File: config.mk
export PLATFORM = sky130hd
export DESIGN_NAME = hb_dn2_dec2
export DESIGN_NICKNAME = d
export VERILOG_FILES = /design/src/rtl/hb_dn2_pkg.sv /design/src/rtl/hb_dn2_tree.sv /design/src/rtl/hb_dn2_dec2.sv
export SDC_FILE = /design/constraint.sdc
export NUM_CORES = 2
export LEC_CHECK = 0
export BUFFER_PORTS_ARGS = -buffer_cell sky130_fd_sc_hd__buf_4
export CORE_UTILIZATION = 47
export CTS_CLUSTER_DIAMETER = 40
export CTS_CLUSTER_SIZE = 25
export DETAILED_ROUTE_END_ITERATION = 10
export MAX_ROUTING_LAYER = met4
export PLACE_DENSITY_LB_ADDON = 0.25
export REMOVE_ABC_BUFFERS = 1
export SYNTH_ARGS = -nofsm -noshare
export SYNTH_HDL_FRONTEND = slang
export SYNTH_SLANG_ARGS = --single-unit
File: constraint.sdc
create_clock -name clk -period 6.9 [get_ports clk]
set_clock_uncertainty 0.1 [all_clocks]
set_input_delay 0.69 -clock clk [delete_from_list [all_inputs] [get_ports clk]]
set_output_delay 0.69 -clock clk [all_outputs]
set_load 0.005 [all_outputs]
File: src/rtl/hb_dn2_pkg.sv
// rtl/hb_dn2_pkg.sv - width/latency constant functions and output saturation for the half-band decimator
package hb_dn2_pkg;

  function automatic int acc_width(input int xw, input int cw, input int n);
    return xw + cw + 1 + $clog2(n + 1);
  endfunction

  function automatic int latency(input int n);
    return 4 + $clog2(n + 1);
  endfunction

  function automatic logic signed [63:0] sat_hi(input int yw);
    return (64'sd1 <<< (yw - 1)) - 64'sd1;
  endfunction

  function automatic logic signed [63:0] sat_lo(input int yw);
    return -sat_hi(yw) - 64'sd1;
  endfunction

  function automatic logic signed [63:0] saturate(input logic signed [63:0] v, input int yw);
    if (v > sat_hi(yw)) return sat_hi(yw);
    if (v < sat_lo(yw)) return sat_lo(yw);
    return v;
  endfunction

  function automatic logic clips(input logic signed [63:0] v, input int yw);
    return (v > sat_hi(yw)) || (v < sat_lo(yw));
  endfunction

endpackage

File: src/rtl/hb_dn2_tree.sv
// rtl/hb_dn2_tree.sv - pipelined binary adder tree, one register per level
module hb_dn2_tree
  import hb_dn2_pkg::*;
#(
  parameter int N_TERMS = 6,
  parameter int WIDTH   = 36
) (
  input  logic                    clk,
  input  logic                    rst_n,
  input  logic                    in_valid,
  input  logic signed [WIDTH-1:0] terms [N_TERMS],
  output logic signed [WIDTH-1:0] sum,
  output logic                    out_valid
);

  localparam int LEVELS = $clog2(N_TERMS);
  localparam int P      = 1 << LEVELS;

  // Heap layout: node i sums children 2i and 2i+1; indices >= P are the padded leaves.
  logic signed [WIDTH-1:0] leaf [P];
  logic signed [WIDTH-1:0] node [1:P-1];
  logic [LEVELS-1:0]       vld;

  for (genvar i = 0; i < P; i++) begin : g_leaf
    if (i < N_TERMS) begin : g_in
      assign leaf[i] = terms[i];
    end else begin : g_pad
      assign leaf[i] = '0;
    end
  end

  for (genvar i = 1; i < P; i++) begin : g_node
    if (2 * i >= P) begin : g_bottom
      always_ff @(posedge clk or negedge rst_n) begin
        if (!rst_n) node[i] <= '0;
        else        node[i] <= leaf[2*i-P] + leaf[2*i+1-P];
      end
    end else begin : g_inner
      always_ff @(posedge clk or negedge rst_n) begin
        if (!rst_n) node[i] <= '0;
        else        node[i] <= node[2*i] + node[2*i+1];
      end
    end
  end

  always_ff @(posedge clk or negedge rst_n) begin
    if (!rst_n) begin
      vld <= '0;
    end else begin
      vld[0] <= in_valid;
      for (int i = 1; i < LEVELS; i++) vld[i] <= vld[i-1];
    end
  end

  assign sum       = node[1];
  assign out_valid = vld[LEVELS-1];

endmodule

File: src/rtl/hb_dn2_dec2.sv
// rtl/hb_dn2_dec2.sv - polyphase half-band decimate-by-2 filter; HB_DN2_DEC2_ROUND_EN selects round-half-up over floor
module hb_dn2_dec2
  import hb_dn2_pkg::*;
#(
  parameter int XIN_WIDTH      = 16,
  parameter int COE_WIDTH      = 16,
  parameter int NUM_UNIQUE_COE = 5,
  parameter logic signed [COE_WIDTH-1:0] COE_NUMS [NUM_UNIQUE_COE] =
    '{16'sd952, -16'sd1609, 16'sd3090, -16'sd6260, 16'sd20622},
  parameter int YOUT_WIDTH     = 16,
  parameter int SRA_BITS       = 15
) (
  input  logic                         clk,
  input  logic                         rst_n,
  input  logic signed [XIN_WIDTH-1:0]  xin,
  input  logic                         xin_valid,
  output logic signed [YOUT_WIDTH-1:0] yout,
  output logic                         yout_valid,
  output logic                         ovf
);

  localparam int N     = NUM_UNIQUE_COE;
  localparam int ACC_W = acc_width(XIN_WIDTH, COE_WIDTH, NUM_UNIQUE_COE);
  localparam int PRE_W = XIN_WIDTH + 1;
  localparam int PRD_W = PRE_W + COE_WIDTH;

  logic                        phase;
  logic signed [XIN_WIDTH-1:0] od [2*N];
  logic signed [XIN_WIDTH-1:0] ev [N];
  logic                        v0, v1, v2;
  logic signed [PRE_W-1:0]     pre [N];
  logic signed [PRD_W-1:0]     prd [N];
  logic signed [XIN_WIDTH-1:0] ctr1, ctr2;
  logic signed [ACC_W-1:0]     terms [N+1];
  logic signed [ACC_W-1:0]     sum;
  logic                        sum_valid;
  logic signed [ACC_W:0]       rnd, shifted;
  logic signed [63:0]          sat_in;

  // phase=1 means the next accepted sample is odd; an odd sample completes an output
  always_ff @(posedge clk or negedge rst_n) begin
    if (!rst_n) begin
      phase <= 1'b0;
      v0    <= 1'b0;
      for (int i = 0; i < 2*N; i++) od[i] <= '0;
      for (int i = 0; i < N; i++)   ev[i] <= '0;
    end else begin
      v0 <= xin_valid & phase;
      if (xin_valid) begin
        phase <= ~phase;
        if (phase) begin
          od[0] <= xin;
          for (int i = 1; i < 2*N; i++) od[i] <= od[i-1];
        end else begin
          ev[0] <= xin;
          for (int i = 1; i < N; i++) ev[i] <= ev[i-1];
        end
      end
    end
  end

  always_ff @(posedge clk or negedge rst_n) begin
    if (!rst_n) begin
      v1   <= 1'b0;
      v2   <= 1'b0;
      ctr1 <= '0;
      ctr2 <= '0;
      for (int k = 0; k < N; k++) begin
        pre[k] <= '0;
        prd[k] <= '0;
      end
    end else begin
      v1   <= v0;
      v2   <= v1;
      ctr1 <= ev[N-1];
      ctr2 <= ctr1;
      for (int k = 0; k < N; k++) begin
        pre[k] <= PRE_W'(od[k]) + PRE_W'(od[2*N-1-k]);
        prd[k] <= PRD_W'(pre[k]) * PRD_W'(COE_NUMS[k]);
      end
    end
  end

  always_comb begin
    for (int k = 0; k < N; k++) terms[k] = ACC_W'(prd[k]);
    terms[N] = ACC_W'(ctr2) <<< (SRA_BITS - 1);
  end

  hb_dn2_tree #(
    .N_TERMS (N + 1),
    .WIDTH   (ACC_W)
  ) u_tree (
    .clk       (clk),
    .rst_n     (rst_n),
    .in_valid  (v2),
    .terms     (terms),
    .sum       (sum),
    .out_valid (sum_valid)
  );

`ifdef HB_DN2_DEC2_ROUND_EN
  localparam logic signed [ACC_W:0] RND_BIAS = (ACC_W + 1)'(1) <<< (SRA_BITS - 1);
  assign rnd = (ACC_W + 1)'(sum) + RND_BIAS;
`else
  assign rnd = (ACC_W + 1)'(sum);
`endif

  assign shifted = rnd >>> SRA_BITS;
  assign sat_in  = 64'(shifted);

  always_ff @(posedge clk or negedge rst_n) begin
    if (!rst_n) begin
      yout       <= '0;
      yout_valid <= 1'b0;
      ovf        <= 1'b0;
    end else begin
      yout_valid <= sum_valid;
      if (sum_valid) begin
        yout <= YOUT_WIDTH'(saturate(sat_in, YOUT_WIDTH));
        ovf  <= clips(sat_in, YOUT_WIDTH);
      end
    end
  end

endmodule

Word-level counts from Yosys, hierarchy flattened:

Cells that the tools add are included.

* add/subtract/negate cells: 10
* multipliers: 5
* $lt $le $gt $ge: 2
* multiplexer cells: 9
* bitwise logic cells: 2
* reduce and logical (&&, ||, !) cells: 3

Operators by type and width (number)
* $mul 17x12->29 const B: 3
* $add 16x16->17: 5
* $mux 16: 4
* $add 36x34->36: 1
* $add 36x36->36: 1
* $add 33x30->34: 1
* $add 30x31->32: 1
* $mul 17x15->32 const B: 1
* $add 28x29->30: 1
* $mul 17x8->25 const B: 1
* $gt 21x16->1 const B: 1
* $lt 21x16->1 const B: 1
* $mux 1: 5
* $reduce_and 2->1: 2
* $and 1x1->1: 1
* $logic_or 1x1->1: 1
* $not 1->1: 1

* register bits after elaboration: 738
* bits of input ports: 19
* output and inout port bits: 18
* word-level logic and storage cells: 72

Depth between registers and ports, before layout:

* depth in word-level cells: 7
* mapped depth: 22
* mapped depth without buffers: 21

Modules after synthesis:

From an unflattened synthesis, not the netlist that was laid out.

* cell total of the unflattened synthesis: 5277
* area, all modules: 55057.8 um^2

Modules (own cells, without submodules)
* hb_dn2_dec2: times used 1, cells each 3568, area an instance 39352.7 um^2, sequential area each 13087.6 um^2
* hb_dn2_tree: times used 1, cells each 1709, area an instance 15705.1 um^2, sequential area each 5480.3 um^2

Worst setup path before layout:

Ideal clock, no wire load.

* path kind: register -> register
* start point: register pre[21] (netlist bit)
* end point: register prd[63] (netlist name)
* library setup time: 0.124 ns
* data arrival time: 5.114 ns
* required time: 6.676 ns
* path slack: 1.561 ns
* stages on the path, launching flop included: 20
* path buffers: 0
* clock period less this slack: 5.339 ns
* path through: dfrtp_1 fa_1 inv_1 fa_1 fa_1 inv_1 fa_1 inv_1 fa_1 inv_1 ha_1 and3_1 nor2b_1 a31oi_1 a31oi_1 a41o_1 o221a_2 a211oi_2 a21oi_1 xnor2_1

* word-level cells in the longest chain between the ends: 1

Ends and longest elaborated chain
* from (decl): RTL line hb_dn2_dec2.sv:31 `logic signed [PRE_W-1:0] pre [N];`
* from (signal, indexed assignment): RTL line hb_dn2_dec2.sv:78 `pre[k] <= PRE_W'(od[k]) + PRE_W'(od[2*N-1-k]);`
* $mul 17x12->29: RTL line hb_dn2_dec2.sv:79 `prd[k] <= PRD_W'(pre[k]) * PRD_W'(COE_NUMS[k]);`

Every way passes these cells.
A chain may end at the register's enable or synchronous reset.

Worst setup path in the final report:

* start point: register pre[22] (netlist bit)
* end point: register prd[63] (netlist name)

* word-level cells in the longest chain between the ends: 1

Ends and longest elaborated chain (RTL line)
* $mul 17x12->29: hb_dn2_dec2.sv:79

Every way passes these cells.

==> impl.org <==
** Worst setup path
- Among cell families on the critical path, the largest total delay comes from adder cells.
- Crit. End Element :: register
- Peak fanout along the critical path :: 6
- For the worst setup path, the data required time is 7.35 ns.
- Critical path's largest stage delay :: 0.54 ns
- Data arrival time of the critical path :: about 6.0 ns
- Element type at the critical path start :: register
- The critical path goes through fa_1, inv_1, fa_1, fa_1, inv_1, fa_1, inv_1, fa_1, inv_1, ha_1, and3_1, nor2b_1, a31oi_1, a31oi_1, a41o_1, o221a_2, a211oi_2, a21oi_1, xnor2_1.
- Cell with the biggest individual delay on the critical path :: sky130_fd_sc_hd__fa_1
- Setup slack on the worst reg-to-reg path comes out at 1.31 ns.
- The cell that appears most often on the critical path is sky130_fd_sc_hd__fa_1.
- Category of the critical setup timing path :: reg -> reg
- Worst path buffer plus inverter count :: 4

** Die
- For this configuration, the core starts out at a cell density of 47.43%.
- The die is 325.4 µm tall.
- Count of standard-cell rows :: 118
- IO Pins :: 37
- In this run the standard cell core region covers 103600 µm².
- Floorplan die area :: 105900 µm²
- Die Wd :: between 300 and 400 µm

** Clocking
- CTS placed an instance of sky130_fd_sc_hd__clkbuf_16 at the clock tree root.
- Clock latency on the worst-skew pair, taken at its later pin, is 0.68 ns.
- Gates resized during post-CTS repair numbered 0.
- Clock edge transition at the registers on the reported setup and hold paths :: 0.06 ns
- CTS built an H-tree with a depth of 3.
- TritonCTS buffer count :: 102
- TritonCTS built the clock tree.
- CTS sink count :: 707
- The clock passes through at most 3 buffers.

** Synthesis
- Netlist area before placement :: 49150 µm²
- Simple-gate share of the synthesized area :: 6.328%
- Warning count from the yosys run :: 0
- Post-synth ARST share :: between 90% and 100%
- Number of enable-type register cells in the synthesized netlist :: 0
- The commonest cells after synthesis are sky130_fd_sc_hd__inv_1, sky130_fd_sc_hd__dfrtp_1, sky130_fd_sc_hd__ha_1.
- Number of standard cells after synthesis :: 4448
- Most area-hungry cell type in the Yosys netlist :: sky130_fd_sc_hd__dfrtp_1
- Sequential-to-total area share from yosys stat :: 35.99%
- After synthesis, the largest family of logic cells by area is adder cells.
- In this run the mean area of a mapped cell was 11.05 µm².
- Multiplexer cells account for between 5 and 6% of the synthesized area.
- Synthesis inferred a little over 700 register bits.
- Summing the areas of all xor and xnor instances in the mapped netlist gives 5.435% of the synthesized area.
- Library cell with the highest instance count after synthesis :: sky130_fd_sc_hd__inv_1
- Leading cell types by total area after synthesis :: sky130_fd_sc_hd__dfrtp_1, sky130_fd_sc_hd__ha_1, sky130_fd_sc_hd__fa_1
- Unique cell type count in the Yosys netlist :: 85
- Post-synthesis share of cell area spent on full adders, half adders and majority gates :: 30.66%
- For this run, the leading register cell type out of synthesis is sky130_fd_sc_hd__dfrtp_1.
- Summing the areas of all compound-gate instances in the mapped netlist gives about 10% of the synthesized area.
- Area share of the largest cell type after synthesis :: between 30% and 40%

** Global routing
- Vias in the first global route :: 31210
- Antenna violations before repair :: 18
- Global routing usage summed across all routing layers :: between 20% and 30%
- The first global-routing pass estimated 170.3 mm of wire.
- For this run the aggregate overflow at the end of global routing stands at 0.
- Pin count of the biggest net entering global routing :: 158

** Worst hold path
- The worst hold path belongs to the class in -> reg.

** Detailed routing
- In the routed design, unresolved DRC markers number 0.
- In this run the remaining antenna-violating nets after routing total 0.
- Number of vias in the routed layout :: between 30000 and 40000
- Via-to-Cell Ratio :: 5.098
- Detailed Routing Iterations Pass 1 :: 7
- Iteration-0 DRC Markers :: ~1700
- In the final routed layout, each cell accounts on average for 17.39 µm.
- Wires add up to between 100 and 150 mm.

** STA
- At the pin with the least slew margin, the transition time is 1.143 ns.
- The final hold violation count is 0.
- Final slew viol count :: 0
- Fmax achieved :: ~0.18 GHz
- Final Cycle Share :: 81.04%
- Accumulated negative setup slack :: 0 ns
- Setup violations remaining at the end of the flow were counted as 0.
- RSZ-0062 raised after global routing :: no
- The worst pin sits at a relative slew slack of about a quarter.
- Post-layout min period :: around 5.6 ns

** Place
- After legalization and detailed placement, the total HPWL measured 84.95 mm.
- Port buffer count :: 36
- Routability-driven placement finished with a final weighted congestion of 0.8869.

** Final layout
- Combined area of the multi-input logic cells :: about 29000 µm²
- Finished Core Util :: between 50% and 60%
- Across the whole layout, storage elements account for 17690 µm².
- Post-synthesis to final-layout area growth :: 11.62%
- Share of layout cells above drive strength 1 :: 11.42%
- The final layout contains 5577 nets.
- The filler cells instantiated in the layout total 9066.

** Status
- The flow ran to the end, and the final reports show no timing, DRC or antenna violations.

** Job
- Max-capacitance violation count :: 0
final cells by class:
type	instances	share of cell area (%)
Sequential cell	707	32.25
Multi-Input combinational cell	2953	51.98
Inverter	741	5.070
Timing Repair Buffer	47	0.7526
Antenna cell	1	0.004561
Tap cell	1380	3.147
Clock inverter	80	1.923
Clock buffer	113	4.876
cell families (layout without fill, tap and decap cells):
| kind of cell | after synthesis | count (layout) |
|---|---|---|
| fa+ha+maj | 1006 | 1006 |
| buf+inv | 788 | 981 |
| compound gates | 751 | 751 |
| flops | 707 | 707 |
| simple gates | 647 | 647 |
| xor+xnor | 305 | 305 |
| mux | 244 | 244 |
| other cells | 0 | 1 |
cells in the final DEF (no fill, tap or decap), types with 9 or more instances in the layout:
cell,count
sky130_fd_sc_hd__a21o_1,106
sky130_fd_sc_hd__bufinv_16,11
sky130_fd_sc_hd__o21bai_1,33
sky130_fd_sc_hd__nor3_1,55
sky130_fd_sc_hd__a21oi_1,253
sky130_fd_sc_hd__nand2_1,140
sky130_fd_sc_hd__clkbuf_16,103
sky130_fd_sc_hd__mux2_2,238
sky130_fd_sc_hd__xor2_1,86
sky130_fd_sc_hd__clkinv_2,9
sky130_fd_sc_hd__a21boi_0,16
sky130_fd_sc_hd__nand2b_1,29
sky130_fd_sc_hd__xnor2_1,219
sky130_fd_sc_hd__fa_1,331
sky130_fd_sc_hd__inv_6,20
sky130_fd_sc_hd__dfrtp_1,707
sky130_fd_sc_hd__nand4_1,23
sky130_fd_sc_hd__and2_1,14
sky130_fd_sc_hd__nor2b_1,48
sky130_fd_sc_hd__or3_1,19
sky130_fd_sc_hd__clkinvlp_4,11
sky130_fd_sc_hd__ha_1,675
sky130_fd_sc_hd__o21a_1,33
sky130_fd_sc_hd__nor2_1,190
sky130_fd_sc_hd__clkinv_4,9
sky130_fd_sc_hd__or2_2,19
sky130_fd_sc_hd__buf_4,41
sky130_fd_sc_hd__a31oi_1,21
sky130_fd_sc_hd__o21ai_0,130
sky130_fd_sc_hd__a211o_1,9
sky130_fd_sc_hd__a211oi_1,23
sky130_fd_sc_hd__o211ai_1,10
sky130_fd_sc_hd__and3_1,30
sky130_fd_sc_hd__inv_1,740
sky130_fd_sc_hd__nand3_1,60
state kept, by name, indices dropped and copies added (netlist names):
signal	cells
u_tree.node	161
od	160
prd	143
pre	85
ev	80
u_tree.sum	21
ctr1	16
ctr2	16
yout	16
u_tree.vld	3
ovf	1
phase	1
v0	1
v1	1
v2	1
yout_valid	1
worst register-to-register path, delay by kind of cell, from the launching register on:
kind | cells | cell delay (ns)
AOI/OAI and AO/OA | 6 | 1.25
xor gates and xnor gates | 1 | 0.14
adders and majority gates | 6 | 2.94
buffers and inverters | 4 | 0.19
DFF | 1 | 0.48
and+or+nand+nor | 2 | 0.34
worst paths after layout:
kind | from | end | cells past startpoint
max in group asynchronous | rst_n | od[14] | 4
hold / removal | xin_valid | phase | 2
min in group asynchronous | rst_n | yout[14] | 2
hold reg to reg | prd[8] | u_tree.node[44] | 0
setup / recovery | pre[22] | prd[63] | 19
setup reg to reg | pre[22] | prd[63] | 19
through the flow:
stage | instances | worst slack [ns] | hold WS [ns] | area [µm²]
2_1_floorplan | 4401 | 1.561 | 0.2312 | 48980
3_3_place_gp | 5827 | 1.317 | 0.2321 | 51120
3_5_place_dp | 5827 | 1.281 | 0.2347 | 51120
4_1_cts | 6021 | 1.280 | 0.09828 | 54860
5_1_grt | 6021 | 0.9274 | 0.1218 | 54860
6_report | 6022 | 1.309 | 0.1419 | 54860
per-layer routing:
metal	track usage, %	vias up	share of wire, %
met4	7.267	0	3.2
met5	-	-	0
met3	3.433	169	4.5
met2	31.32	529	44
met1	29.05	14880	48
li1	-	15120	-
timing repair:
item / 4_1_cts / 5_1_grt
buffers inserted: 0 / 0
endpoints found under the hold margin: 93 / 0
hold buffers: 1 / 0
Power is left out: the tool's default activity adds up to more than one toggle a clock period on the data nets, which glitch-free logic cannot reach.
